$ cat config.mk
export PLATFORM = sky130hd
export DESIGN_NAME = pattern_packet_encoder
export DESIGN_NICKNAME = d
export VERILOG_FILES = /design/src/rtl/pattern_packet_encoder.sv
export SDC_FILE = /design/constraint.sdc
export NUM_CORES = 1
export LEC_CHECK = 0
export BUFFER_PORTS_ARGS = -buffer_cell sky130_fd_sc_hd__buf_4
export CAP_MARGIN = 25
export CORE_MARGIN = 2
export CORE_UTILIZATION = 50
export CTS_BUF_LIST = sky130_fd_sc_hd__clkbuf_16
export CTS_CLUSTER_SIZE = 40
export DETAILED_ROUTE_END_ITERATION = 7
export GPL_TIMING_DRIVEN = 0
export PLACE_DENSITY_LB_ADDON = 0.12
export SYNTH_ARGS = -nofsm -noshare
export SYNTH_HDL_FRONTEND = slang
export SYNTH_SLANG_ARGS = --single-unit
$ cat constraint.sdc
create_clock -name clk -period 7.3 [get_ports clk]
set_input_delay 0.73 -clock clk [delete_from_list [all_inputs] [get_ports clk]]
set_output_delay 0.73 -clock clk [all_outputs]
set_load 0.1 [all_outputs]
$ cat src/rtl/pattern_packet_encoder.sv
`timescale 1ns/1ps
// -----------------------------------------------------------------------------
// pattern_packet_encoder
//
// Purpose:
//    Serialises one channel configuration into a byte packet for a UART
//    transmitter. The packet layout is:
//       byte0               : {sel_out[3:0], 1'b0, mode, stop, start}
//       next DATA_BIT/8      : output pattern, MSB byte first
//       next DATA_BIT/8      : frequency pattern, MSB byte first
//    Bytes go out one at a time with a start / done-tick handshake.
//
// Optional feature (compile-time macro CHECKSUM_EN):
//    When defined, one extra byte (XOR of all PACK_NUM data bytes) is sent
//    after the last data byte. When undefined, no checksum logic exists.
//
// Ports:
//    clk               system clock
//    rst               asynchronous, active-high reset
//    i_load            one-cycle request to send a packet (sampled in S_IDLE)
//    i_output_pattern  output pattern to encode          [DATA_BIT-1:0]
//    i_freq_pattern    frequency pattern to encode       [DATA_BIT-1:0]
//    i_sel_out         target channel index              [3:0]
//    i_start           channel start bit
//    i_stop            channel stop bit
//    i_mode            channel mode (0 one-shot, 1 repeat)
//    i_tx_done_tick    UART TX pulse: current byte fully shifted out
//    o_tx_data         byte presented to the UART TX     [7:0]
//    o_tx_start        one-cycle pulse: UART TX loads o_tx_data
//    o_busy            high while a packet is in flight
//    o_done_tick       one-cycle pulse: whole packet transmitted
// -----------------------------------------------------------------------------
module pattern_packet_encoder #(
   parameter int DATA_BIT = 32,
   parameter int PACK_NUM = 9
) (
   input  logic                clk,
   input  logic                rst,
   input  logic                i_load,
   input  logic [DATA_BIT-1:0] i_output_pattern,
   input  logic [DATA_BIT-1:0] i_freq_pattern,
   input  logic [3:0]          i_sel_out,
   input  logic                i_start,
   input  logic                i_stop,
   input  logic                i_mode,
   input  logic                i_tx_done_tick,
   output logic [7:0]          o_tx_data,
   output logic                o_tx_start,
   output logic                o_busy,
   output logic                o_done_tick
);

   localparam int SHIFT_W = PACK_NUM * 8;
   localparam int CNT_W   = $clog2(PACK_NUM + 1);
`ifdef CHECKSUM_EN
   localparam int LAST_IDX = PACK_NUM;
`else
   localparam int LAST_IDX = PACK_NUM - 1;
`endif
   localparam logic [CNT_W-1:0] LAST_CNT = CNT_W'(LAST_IDX);

   typedef enum logic [1:0] {
      S_IDLE = 2'd0,
      S_SEND = 2'd1,
      S_WAIT = 2'd2,
      S_DONE = 2'd3
   } state_t;

   state_t               r_state;
   state_t               w_next_state;
   logic [CNT_W-1:0]     r_cnt;
   logic [SHIFT_W-1:0]   r_shift;
   logic [7:0]           r_tx_data;
   logic                 r_tx_start;
   logic                 r_busy;
   logic                 r_done_tick;

   logic                 w_load_accept;
   logic                 w_advance;
   logic [7:0]           w_ctrl_byte;
   logic [SHIFT_W-1:0]   w_load_word;
   logic [7:0]           w_next_byte;

   assign w_ctrl_byte = {i_sel_out, 1'b0, i_mode, i_stop, i_start};
   assign w_load_word = SHIFT_W'({w_ctrl_byte, i_output_pattern, i_freq_pattern});

`ifdef CHECKSUM_EN
   logic [7:0] r_csum;

   // After the last data byte completes, the checksum is the next byte out.
   assign w_next_byte = (r_cnt == CNT_W'(PACK_NUM - 1)) ? r_csum
                                                        : r_shift[SHIFT_W-9 -: 8];

   // Each data byte is folded in while it is being started; the checksum
   // byte itself (counter == PACK_NUM) is excluded.
   always_ff @(posedge clk or posedge rst) begin
      if (rst) begin
         r_csum <= '0;
      end else if (w_load_accept) begin
         r_csum <= '0;
      end else if (r_state == S_SEND && r_cnt < CNT_W'(PACK_NUM)) begin
         r_csum <= r_csum ^ r_tx_data;
      end
   end
`else
   // The byte following the current one sits just below the top byte.
   assign w_next_byte = r_shift[SHIFT_W-9 -: 8];
`endif

   // Next-state logic
   always_comb begin
      w_next_state  = r_state;
      w_load_accept = 1'b0;
      w_advance     = 1'b0;
      case (r_state)
         S_IDLE: begin
            if (i_load) begin
               w_next_state  = S_SEND;
               w_load_accept = 1'b1;
            end
         end
         S_SEND: begin
            w_next_state = S_WAIT;
         end
         S_WAIT: begin
            if (i_tx_done_tick) begin
               if (r_cnt == LAST_CNT) begin
                  w_next_state = S_DONE;
               end else begin
                  w_next_state = S_SEND;
                  w_advance    = 1'b1;
               end
            end
         end
         S_DONE: begin
            w_next_state = S_IDLE;
         end
         default: begin
            w_next_state = S_IDLE;
         end
      endcase
   end

   // State, handshake outputs and datapath registers. Outputs are registered
   // from the next state so they line up with the state they describe.
   always_ff @(posedge clk or posedge rst) begin
      if (rst) begin
         r_state     <= S_IDLE;
         r_cnt       <= '0;
         r_shift     <= '0;
         r_tx_data   <= '0;
         r_tx_start  <= 1'b0;
         r_busy      <= 1'b0;
         r_done_tick <= 1'b0;
      end else begin
         r_state     <= w_next_state;
         r_tx_start  <= (w_next_state == S_SEND);
         r_busy      <= (w_next_state != S_IDLE);
         r_done_tick <= (w_next_state == S_DONE);
         if (w_load_accept) begin
            r_shift   <= w_load_word;
            r_cnt     <= '0;
            r_tx_data <= w_ctrl_byte;
         end else if (w_advance) begin
            r_shift   <= r_shift << 8;
            r_cnt     <= r_cnt + 1'b1;
            r_tx_data <= w_next_byte;
         end
      end
   end

   assign o_tx_data   = r_tx_data;
   assign o_tx_start  = r_tx_start;
   assign o_busy      = r_busy;
   assign o_done_tick = r_done_tick;

endmodule

Word level (Yosys, flattened, before mapping)
Cells that the tools add are included.
{"block": "totals", "mem_count": 0, "ff_bits": 81, "ramBits": 0, "in_bits": 75, "rom_bits": 0, "latch_bits": 0}
{"block": "op_classes", "eq_ne": 6, "n_div": 0, "magnitude_cmp": 0, "mux": 15, "n_mul": 0, "shift": 0, "reduce_logical": 3, "n_bitwise": 0, "n_addsub": 1}
{"operator": "two-way mux 64 bit", "count": 2}
{"operator": "two-way mux 8 bit", "count": 2}
{"operator": "two-way mux 4 bit", "count": 2}
{"operator": "case mux 2 bit (4 select lines)", "count": 1}
{"operator": "== test 2 bit (second input constant)", "count": 3}
{"operator": "two-way mux 2 bit", "count": 3}
{"operator": "two-way mux 1 bit", "count": 5}
{"operator": "adder 4 x 1 -> 4 bit (second input constant)", "count": 1}
{"operator": "== test 2 x 1 -> 1 bit (second input constant)", "count": 2}
{"operator": "== test 4 bit (second input constant)", "count": 1}
{"operator": "nonzero test 2 bit", "count": 2}
{"operator": "logical NOT 2 bit", "count": 1}

Depth between registers and ports, before layout
{"block": "depth", "ltp_word": 6, "mapped_depth": 7, "ltp_nobuf": 5}

Worst setup path before layout
No wires, ideal clock.
{"block": "synth_timing", "path_type": "reg-to-output", "start": "register r_tx_data[0], in the netlist o_tx_data[0]", "end": "output o_tx_data[0]", "path_buffers": 0, "t_arrival_ps": 897, "required_time_ps": 6570, "setup_slack_ps": 5673, "path_stages_with_launch": 1, "path_cell_list": "dfrtp_1"}
{"element": "start: declaration", "line": "73", "text": "logic [7:0] r_tx_data;"}
{"element": "start signal: assignment", "line": "163", "text": "r_tx_data <= w_ctrl_byte;"}
{"element": "start signal: assignment", "line": "167", "text": "r_tx_data <= w_next_byte;"}
{"element": "end: declaration", "line": "47", "text": "output logic [7:0] o_tx_data,"}
No word-level cell between the ends.

Worst setup path after layout
{"block": "layout_timing", "start": "register r_cnt[0]", "end": "register r_shift[16]"}
{"block": "layout_between", "elab_chain_len": 5}
{"element": "start: declaration", "line": "71", "text": "logic [CNT_W-1:0] r_cnt;"}
{"element": "start signal: assignment", "line": "166", "text": "r_cnt <= r_cnt + 1'b1;"}
{"element": "== test 4 bit", "line": "127", "text": "if (r_cnt == LAST_CNT) begin"}
{"element": "two-way mux 1 bit", "line": "127"}
{"element": "two-way mux 1 bit", "line": "126", "text": "if (i_tx_done_tick) begin"}
{"element": "two-way mux 1 bit", "line": "115", "text": "case (r_state)"}
{"element": "nonzero test 2 bit (no line)"}
{"element": "end signal: assignment", "line": "161", "text": "r_shift <= w_load_word;"}
{"element": "end signal: assignment", "line": "165", "text": "r_shift <= r_shift << 8;"}
{"element": "end: declaration", "line": "72", "text": "logic [SHIFT_W-1:0] r_shift;"}
Every way passes these cells.
A chain may end at the register's enable or synchronous reset.

==> metrics <==
status=complete, no violations; max-slew violations=0; Detailed Routing Iterations Pass 1=4; die area=between 0.008 and 0.009 mm²; via count=about 3400; Placed Area=0.00467 mm²; setup total negative slack=0 ps; crit path DAT=~2000 ps; Post-CTS Setup Inserts=0; final total power=0.00206 W; critical path's slowest cell=dfrtp_1; layout cells sized above 1=~26%; clk_lat worst skew=330 ps; Die Wd=92.1 µm; Final Hold Viols=0; clk root buf=clkbuf_16; hold slack=440 ps; hold_buf cts=0; Mapped Cells=approximately 430; via density per instance=5.34; PortBufs=85; synthesized area per cell=roughly 9.0 µm²; CTS max path bufs=2; initial antenna violation count=0; Min-Delay Path Class=input pin to async pin; f_max=approximately 540 MHz; GR Overflow Total=0; Antenna Cells=0; DRC viols=0; Post-DRT Antenna Nets=0; Placer Congestion=0.808; worst slew pin tran=501 ps; P&R area growth vs syn=28.4%; H-tree depth=3; Rows=32; # IOs=86; Synth Cell Area=0.00388 mm²; final setup violation count=0; Initial Util=51.0%; synth unique cells=24; largest net degree at the start of global routing=44; Crit. End Element=flop; cell area power density=414 mW/mm²; clk sinks=81; CTS clk-pin slew, worst paths=about 60 ps; Syn Nets=509; DP Wirelength=about 6.6 mm; crit path kind=flop to flop; CP peak stage delay=400 ps; Worst EP required=between 7000 and 8000 ps; fillers=678; Post-CTS Resized=0; vias in the first global route=3272; CP cell instances=inv_1 > ha_1 > and3b_1 > nor2_2 > buf_2 > o211ai_1; CTS tree=done; WL met3=342 µm; net count reported at finish=606; Total GRT Usage=23.3%; min Tclk post-route=1850 ps; met2 WL=4.60 mm; CORE AREA=0.00761 mm²; Iteration-0 DRC Markers=154; clock buffer count from CTS=9; max cap viols=0; first-pass GRT wire length=between 15 and 20 mm; slew margin rel.=between 60% and 70%; Setup Skew=6.00 ps; Crit Path Max Fanout=10; post-route design area=between 0.004 and 0.005 mm²; Final Cycle Share=25.3%; Metal-1 WL=4.38 mm; P_leak=2.28 nW; Peak VDD IR=around 0.20 mV; Ys Warns=0; register area share after synthesis=a little over half; Top Metal Used=met4; #FFs+latches synth=81; CP startpoint kind=flop; unrepaired setup endpoints after global routing=no; DR WL/cell=14.8 µm; die height=between 90 and 100 µm; Final Routed Wirelength=9.43 mm
## layer usage
layer,vias up,GRT usage [%]
met5,-,0
li1,1686,-
met1,1621,33.5
met4,0,7.59
met2,77,36.9
met3,10,2.88
## registers in the layout, summed over array words and instances (netlist names)
name         cells
o_tx_data        8
r_state          2
r_shift         64
o_busy           1
r_cnt            4
o_done_tick      1
o_tx_start       1
## critical path: cells and delay by family, from the launching register on
| kind | cells | cell delay, ps |
|---|---|---|
| AND/OR/NAND/NOR | 2 | 590 |
| flip-flops | 1 | 400 |
| buffers and inverters | 2 | 370 |
| adder cells (fa/ha/maj) | 1 | 200 |
| AO/OA/AOI/OAI | 1 | 140 |
## cell families (layout without fill, tap and decap cells)
logic type      after synthesis  in the layout  synth area share, %
buf+inv                      43            145                 6.77
mux                           4              4                 1.06
fa+ha+maj                     2              2                0.645
compound gates               80             80                 14.4
simple gates                222            222                 24.9
flops                        81             81                 52.2
## cells in the mapped netlist
| master | n | area share, % |
|---|---|---|
| nor2_2 | 1 | 0.16 |
| nor2_1 | 2 | 0.19 |
| nand3_1 | 67 | 8.6 |
| nor3_1 | 1 | 0.13 |
| inv_1 | 3 | 0.29 |
| buf_2 | 21 | 2.7 |
| buf_6 | 8 | 2.3 |
| dfrtp_1 | 81 | 52 |
| a21oi_1 | 5 | 0.64 |
| o211ai_1 | 63 | 12 |
| o21ai_0 | 4 | 0.52 |
| nand2_1 | 144 | 14 |
| ha_1 | 2 | 0.64 |
| nor3b_2 | 1 | 0.32 |
| buf_4 | 4 | 0.77 |
| and3b_1 | 2 | 0.45 |
| clkbuf_1 | 7 | 0.68 |
| mux2i_1 | 3 | 0.77 |
| nand3b_4 | 1 | 0.52 |
| nand4_1 | 1 | 0.16 |
| or3b_1 | 1 | 0.23 |
| nand3b_1 | 1 | 0.19 |
| o21ai_1 | 8 | 1.0 |
| mux2_2 | 1 | 0.29 |
## cells in the final DEF (no fill, tap or decap)
cell and instances:
o21ai_1 8, nand3b_1 1, buf_6 8, clkinvlp_4 2
dfrtp_1 81, inv_1 4, clkbuf_1 7, nor3b_2 1
buf_12 1, o211ai_1 63, nand3b_4 1, buf_2 21
nand3_1 67, mux2i_1 3, mux2_2 1, nor2_2 1
or3b_1 1, a21oi_1 5, bufinv_16 2, inv_4 1
nor2_1 2, nor3_1 1, ha_1 2, clkinv_2 1
buf_4 89, o21ai_0 4, nand2_1 144, clkbuf_16 9
nand4_1 1, and3b_1 2
## worst paths after layout
check | from | to | slack, ps | depth (start not counted)
worst max-delay path | r_cnt[0] | r_shift[16] | 5450 | 6
worst min-delay path | rst | r_shift[12] | 440 | 2
worst max register to register | r_cnt[0] | r_shift[16] | 5450 | 6
worst min register to register | r_cnt[3] | r_cnt[3] | 500 | 1
max in group asynchronous | rst | r_shift[58] | 6260 | 3
min in group clk | r_cnt[3] | r_cnt[3] | 500 | 1
## metrics by stage
stage | worst slack (ps) | utilization (%) | std cells
final | 5450 | 65.5 | 636
after global routing | 5300 | 65.5 | 636
after CTS | 5430 | 65.5 | 636
after detailed placement | 5440 | 61.4 | 620
after global placement | 3460 | 61.1 | 619
after floorplan | 4490 | - | 432
## layout make-up
type / instances / area [µm²] / share of cell area (%)
Timing Repair Buffer: 86 / 658 / 13.2
Tap cell: 102 / 128 / 2.56
Buffer: 40 / 251 / 5.05
Multi-Input combinational cell: 308 / 1590 / 31.9
Clock buffer: 9 / 225 / 4.52
Inverter: 3 / 13.8 / 0.276
Sequential cell: 81 / 2030 / 40.7
Clock inverter: 7 / 87.6 / 1.76
## power breakdown
| part | switching (W) | internal (W) | total [W] | leakage, nW |
|---|---|---|---|---|
| registers | 0.000116 | 0.000658 | 0.000775 | 1.01 |
| clock network | 0.000176 | 0.000296 | 0.000473 | 0.154 |
| logic | 0.000519 | 0.000295 | 0.000814 | 1.11 |
(Power assumes the default switching activity.)
